===== src/rtl/risc_spm_mem_pkg.sv =====
// Shared defaults and state type for the RISC_SPM memory unit.
package risc_spm_mem_pkg;

  localparam int unsigned DefDw = 8;
  localparam int unsigned DefAw = 8;
  localparam int unsigned ViolW = 8;

  typedef enum logic [1:0] {
    StIdle,
    StLoad,
    StRelease,
    StRun
  } mem_state_e;

endpackage


===== src/rtl/risc_spm_mem_array.sv =====
// DEPTH x DW word storage: one synchronous write port, one combinational read port.
module risc_spm_mem_array #(
  parameter int unsigned DW = 8,
  parameter int unsigned AW = 8
) (
  input  logic          clk,
  input  logic          we,
  input  logic [AW-1:0] waddr,
  input  logic [DW-1:0] wdata,
  input  logic [AW-1:0] raddr,
  output logic [DW-1:0] rdata
);

  localparam int unsigned Depth = 2 ** AW;

  logic [DW-1:0] mem [Depth];

  // No reset: contents survive rst.
  always_ff @(posedge clk) begin
    if (we) begin
      mem[waddr] <= wdata;
    end
  end

  assign rdata = mem[raddr];

endmodule


===== src/rtl/risc_spm_mem_unit.sv =====
// RISC_SPM memory responder with a word-stream program loader that holds the CPU in reset.
// Optional write protection of the low region is enabled by defining WRITE_PROTECT_EN.
module risc_spm_mem_unit
  import risc_spm_mem_pkg::*;
#(
  parameter int unsigned DW         = DefDw,
  parameter int unsigned AW         = DefAw,
  parameter int unsigned PROT_LIMIT = 'h80
) (
  input  logic             clk,
  input  logic             rst,
  input  logic [AW-1:0]    address,
  input  logic [DW-1:0]    data_in,
  input  logic             write,
  output logic [DW-1:0]    data_out,
  input  logic             load_start,
  input  logic             ld_valid,
  input  logic [DW-1:0]    ld_data,
  input  logic             ld_last,
  output logic             ld_ready,
  output logic [AW:0]      load_len,
  output logic             cpu_rst_n,
  output logic             prot_viol,
  output logic [ViolW-1:0] viol_cnt
);

  localparam logic [AW-1:0] ProtLim = AW'(PROT_LIMIT);

  mem_state_e    state_q, state_d;
  logic [AW-1:0] ld_ptr_q, ld_ptr_d;
  logic [AW:0]   load_len_q, load_len_d;
  logic          cpu_rst_n_q;
  logic          ld_xfer, cpu_try, cpu_we, mem_we, addr_below;
  logic [AW-1:0] mem_waddr;
  logic [DW-1:0] mem_wdata;

  always_comb begin
    state_d    = state_q;
    ld_ptr_d   = ld_ptr_q;
    load_len_d = load_len_q;
    ld_xfer    = 1'b0;
    unique case (state_q)
      StIdle: begin
        if (load_start) begin
          state_d  = StLoad;
          ld_ptr_d = '0;
        end
      end
      StLoad: begin
        ld_xfer = ld_valid;
        if (ld_valid) begin
          // Last word or top of memory ends the load; pointer never wraps.
          if (ld_last || (ld_ptr_q == '1)) begin
            state_d    = StRelease;
            load_len_d = {1'b0, ld_ptr_q} + 1'b1;
          end else begin
            ld_ptr_d = ld_ptr_q + 1'b1;
          end
        end
      end
      StRelease: state_d = StRun;
      StRun: begin
        if (load_start) begin
          state_d  = StLoad;
          ld_ptr_d = '0;
        end
      end
    endcase
  end

  always_ff @(posedge clk) begin
    if (rst) begin
      state_q     <= StIdle;
      ld_ptr_q    <= '0;
      load_len_q  <= '0;
      cpu_rst_n_q <= 1'b0;
    end else begin
      state_q     <= state_d;
      ld_ptr_q    <= ld_ptr_d;
      load_len_q  <= load_len_d;
      cpu_rst_n_q <= (state_d == StRun);
    end
  end

  // A write in the same cycle as a reload request is dropped with the CPU going into reset.
  assign cpu_try    = (state_q == StRun) && write && !load_start;
  assign addr_below = (address < ProtLim);

`ifdef WRITE_PROTECT_EN
  logic             viol_d, prot_viol_q;
  logic [ViolW-1:0] viol_cnt_q;

  assign viol_d = cpu_try && addr_below;
  assign cpu_we = cpu_try && !addr_below;

  always_ff @(posedge clk) begin
    if (rst) begin
      prot_viol_q <= 1'b0;
      viol_cnt_q  <= '0;
    end else begin
      prot_viol_q <= viol_d;
      if (viol_d && (viol_cnt_q != '1)) begin
        viol_cnt_q <= viol_cnt_q + 1'b1;
      end
    end
  end

  assign prot_viol = prot_viol_q;
  assign viol_cnt  = viol_cnt_q;
`else
  logic unused_prot;

  assign unused_prot = addr_below;
  assign cpu_we      = cpu_try;
  assign prot_viol   = 1'b0;
  assign viol_cnt    = '0;
`endif

  // Loader and CPU live in disjoint states, so the mux never sees both.
  assign mem_we    = ld_xfer | cpu_we;
  assign mem_waddr = ld_xfer ? ld_ptr_q : address;
  assign mem_wdata = ld_xfer ? ld_data : data_in;

  risc_spm_mem_array #(
    .DW(DW),
    .AW(AW)
  ) u_array (
    .clk  (clk),
    .we   (mem_we),
    .waddr(mem_waddr),
    .wdata(mem_wdata),
    .raddr(address),
    .rdata(data_out)
  );

  assign ld_ready  = (state_q == StLoad);
  assign load_len  = load_len_q;
  assign cpu_rst_n = cpu_rst_n_q;

endmodule


===== config.mk =====
export PLATFORM = sky130hd
export DESIGN_NAME = risc_spm_mem_unit
export DESIGN_NICKNAME = d
export VERILOG_FILES = /design/src/rtl/risc_spm_mem_pkg.sv /design/src/rtl/risc_spm_mem_array.sv /design/src/rtl/risc_spm_mem_unit.sv
export SDC_FILE = /design/constraint.sdc
export NUM_CORES = 2
export LEC_CHECK = 0
export BUFFER_PORTS_ARGS = -buffer_cell sky130_fd_sc_hd__buf_2
export CAP_MARGIN = 20
export CORE_AREA = 4 4 473 475
export DETAILED_ROUTE_END_ITERATION = 16
export DIE_AREA = 0 0 477 479
export PLACE_DENSITY_LB_ADDON = 0.12
export SETUP_SLACK_MARGIN = 0.15
export SLEW_MARGIN = 20
export SYNTH_ARGS = -nofsm -noshare
export SYNTH_HDL_FRONTEND = slang
export SYNTH_SLANG_ARGS = --single-unit
export TNS_END_PERCENT = 5

===== constraint.sdc =====
create_clock -name clk -period 5.7 [get_ports clk]
set_input_delay 0.285 -clock clk [delete_from_list [all_inputs] [get_ports clk]]
set_output_delay 0.285 -clock clk [all_outputs]
set_load 0.05 [all_outputs]

==> results.md <==
- Status: complete, no violations
- Clock Path Buffers: 3
- Io pins: 58
- Via count: 40,200
- Netlist cell types: 71
- Endpoints failing setup: 0
- Cts bufs inserted: 218
- Post-route cell area: 92,200 sq um
- Sequential group share of total power: 50.7%
- Register area share after synthesis: 76.4%
- Comb pwr share: 8.9%
- TNS Setup: 0 ps
- # DRC: 0
- Slew Limit Fails: 0
- Setup Buffers After CTS: 0
- WS Path Type: in2out
- R2R depth: 8
- Worst-Margin Slew: 1150 ps
- HP Start: ld_data[4]
- Vias in the first global route: 40,500
- Die area: 228,000 sq um
- Prevailing post-synth register cell: edfxtp_1
- Routability cong.: 0.786
- Wire length per cell: 31.7 um
- Max transition margin: 22.4%
- Pwr/cell area: 378 nW/um^2
- Clock-pin slew on the worst setup and hold paths: 60 ps
- Area post-placement: 85,100 sq um
- Clock skew: 34.7 ps
- GRT Total Usage: 19.7%
- Placed wire-length estimate: 141,000 um
- Synth-to-layout area growth: 13.9%
- First-pass GRT wire length: 321,000 um
- Drt pass-1 iters: 7
- FF-to-FF Start: state_q[1]$_SDFF_PP0_
- Placed insts: 6,816
- Clock share of power: 40.4%
- Clk_lat worst skew: 850 ps
- WHS Endpoint: u_array.mem[176][4]$_DFFE_PP_
- Clock net sink count: 2,068
- Worst Setup SP: address[0]
- Area of the multi-input gates: 17,600 sq um
- Pin count of the biggest net entering global routing: 195
- Drt first-iter violations: 4,181
- Sw power: 8360 uW
- Fmax: 206 MHz
- Endpoint type of the worst setup path: output port
- Cell Area, Synth: 81,000 sq um
- R2R setup slack: 1190 ps
- Via density: 5.57
- Total grt overflow: 0
- Max Fanout on Critical Path: 77
- Initial antenna violation count: 9
- Sw Share: 24.0%
- Number of H-tree levels: 4
- Root Buffer: clkbuf_16
- Core area: 219,000 sq um
- Fillers: 19,100
- Hold path depth: 3
- Leakage: 0.0287 uW
- Commonest non-fill, non-tap cell in the layout: edfxtp_1
- HP Class: in2reg
- Most frequent cells in the layout: 2,048 x edfxtp_1, 420 x mux4_2, 294 x nor2_1, 222 x clkbuf_16, 188 x mux2i_1
- Layout cells sized above 1: 23.1%
- EDFF count, synth: 2,048
- Initial Util: 36.9%
- Period Utilization, post-route: 85.0%
- Cell count after synthesis: 3,978
- Post-Route WL: 229,000 um
- RSZ-0062 raised after global routing: false
- Layout Cells excl Fill: 7,226
- Buffers on Ports: 48
- Nets: 4,205
- FP Rows: 172
- Synth Register Bits: 2,068
- Worst Path Required: 5410 ps
- Crit path arrival time: 4560 ps
- Die height: 479 um
- Post_cts resized: 0
- Register Area: 61,900 sq um
- Die span in x: 477 um
- Tmin final: 4850 ps
- Final Hold Viols: 0
- MaxCap Viol Count: 0
- Async S/R FF share, synth: 0%
- CTS tree: yes
- Reg2reg end: u_array.mem[131][7]$_DFFE_PP_
- Syn_area_per_cell: 20.4 sq um
- Warning count from the yosys run: 0
- Crit start category: primary input
- P_int: 26,500 uW
- Maximum VDD drop: 0.000293 V
- Detail Route Antenna Nets: 0
-- power by group through the flow --
stage	clock network [uW]	registers [uW]	logic (uW)
floorplan	0	18400	1570
finish	14100	17700	3110
CTS	14400	17700	3170
global placement	0	18000	3120
detailed placement	0	18000	3170
global route	15000	17700	3320
-- repair_timing --
| item | 4_1_cts | 5_1_grt |
|---|---|---|
| hold buffers | 5 | 0 |
| setup endpoints to repair | 0 | 0 |
| hold endpoints to repair | 20 | 0 |
-- flip-flops by register name (all words and copies together) (netlist names) --
name / flops
cpu_rst_n: 1
u_array.mem: 2048
ld_ptr_q: 8
load_len: 9
state_q: 2
-- Yosys cell counts, types with 3 or more instances --
library cell / count / area [sq um]
clkbuf_1: 95 / 357
a22o_1: 10 / 87.6
edfxtp_1: 2048 / 61500
a32oi_1: 3 / 26.3
buf_12: 11 / 220
buf_2: 53 / 265
dfxtp_1: 20 / 400
buf_4: 31 / 233
nand3b_1: 14 / 105
a221oi_1: 13 / 114
o31ai_1: 3 / 22.5
o21ai_2: 3 / 26.3
nand2b_1: 11 / 68.8
and2_1: 8 / 50.1
nor4_1: 18 / 113
o22ai_1: 37 / 231
buf_1: 21 / 78.8
mux4_2: 420 / 9460
and3b_1: 3 / 26.3
nor2b_1: 14 / 87.6
inv_1: 6 / 22.5
and3_1: 5 / 31.3
or2_2: 6 / 37.5
a22oi_1: 160 / 1200
xnor2_1: 5 / 43.8
or3_1: 10 / 62.6
a211oi_1: 29 / 218
o221ai_2: 3 / 45.0
nand3_1: 33 / 165
a21oi_1: 62 / 310
o21ai_0: 29 / 145
a221oi_2: 8 / 120
a21boi_0: 15 / 113
mux2i_1: 188 / 1880
nand2_1: 139 / 522
ha_1: 5 / 62.6
buf_8: 13 / 195
o221ai_1: 41 / 359
nor2_1: 298 / 1120
buf_6: 29 / 327
a31oi_1: 16 / 100
o21ai_1: 5 / 25.0
-- layout make-up --
cell class                      instances  area share, %
Clock inverter                        138           1.43
Timing Repair Buffer                  217           2.20
Multi-Input combinational cell       1659           19.1
Antenna cell                            2        0.00543
Inverter                                6         0.0244
Tap cell                             2871           3.90
Sequential cell                      2068           67.1
Clock buffer                          265           6.20
-- per-layer routing --
| metal | GRT usage (%) | vias to the layer above | routed length, um |
|---|---|---|---|
| met5 | 0 | - | 8 |
| met4 | 4.52 | 2 | 4600 |
| met3 | 3.45 | 256 | 13200 |
| met2 | 30.9 | 1208 | 108000 |
| met1 | 28.8 | 21900 | 103000 |
| li1 | - | 16900 | - |
-- cell families after synthesis --
logic type	Yosys count	synth area share (%)
XOR/XNOR	6	0.0649
other	1	0.00463
AND/OR/NAND/NOR	575	3.13
AO/OA/AOI/OAI	452	4.08
flip-flops	2068	76.4
adder cells (fa/ha/maj)	5	0.0773
buffers and inverters	259	2.10
multiplexers	612	14.1
-- worst max-delay path by stage --
stage / end / depth (start not counted)
2_1_floorplan: u_array.mem[0][0]$_DFFE_PP_ / 6
6_report: data_out[1] / 9
5_1_grt: data_out[3] / 9
3_5_place_dp: data_out[1] / 9
4_1_cts: data_out[1] / 9
3_3_place_gp: data_out[4] / 8
-- stage by stage --
stage	worst slack [ps]	power [uW]	util [%]	hold WS (ps)
after floorplan	246	19900	-	523
after global placement	648	21100	38.8	461
after detailed placement	781	21200	38.8	471
after CTS	767	35200	42.0	41.3
after global routing	804	36000	42.1	91.3
final	853	34800	42.1	104
-- critical path, stage by stage --
cell,delay (ps)
buf_8,670
buf_4,560
mux4_2,600
a22o_1,250
a221oi_1,540
o221ai_1,250
a211oi_1,690
nor4_2,250
buf_12,220
Note: power is estimated with default switching activity, not from simulation.
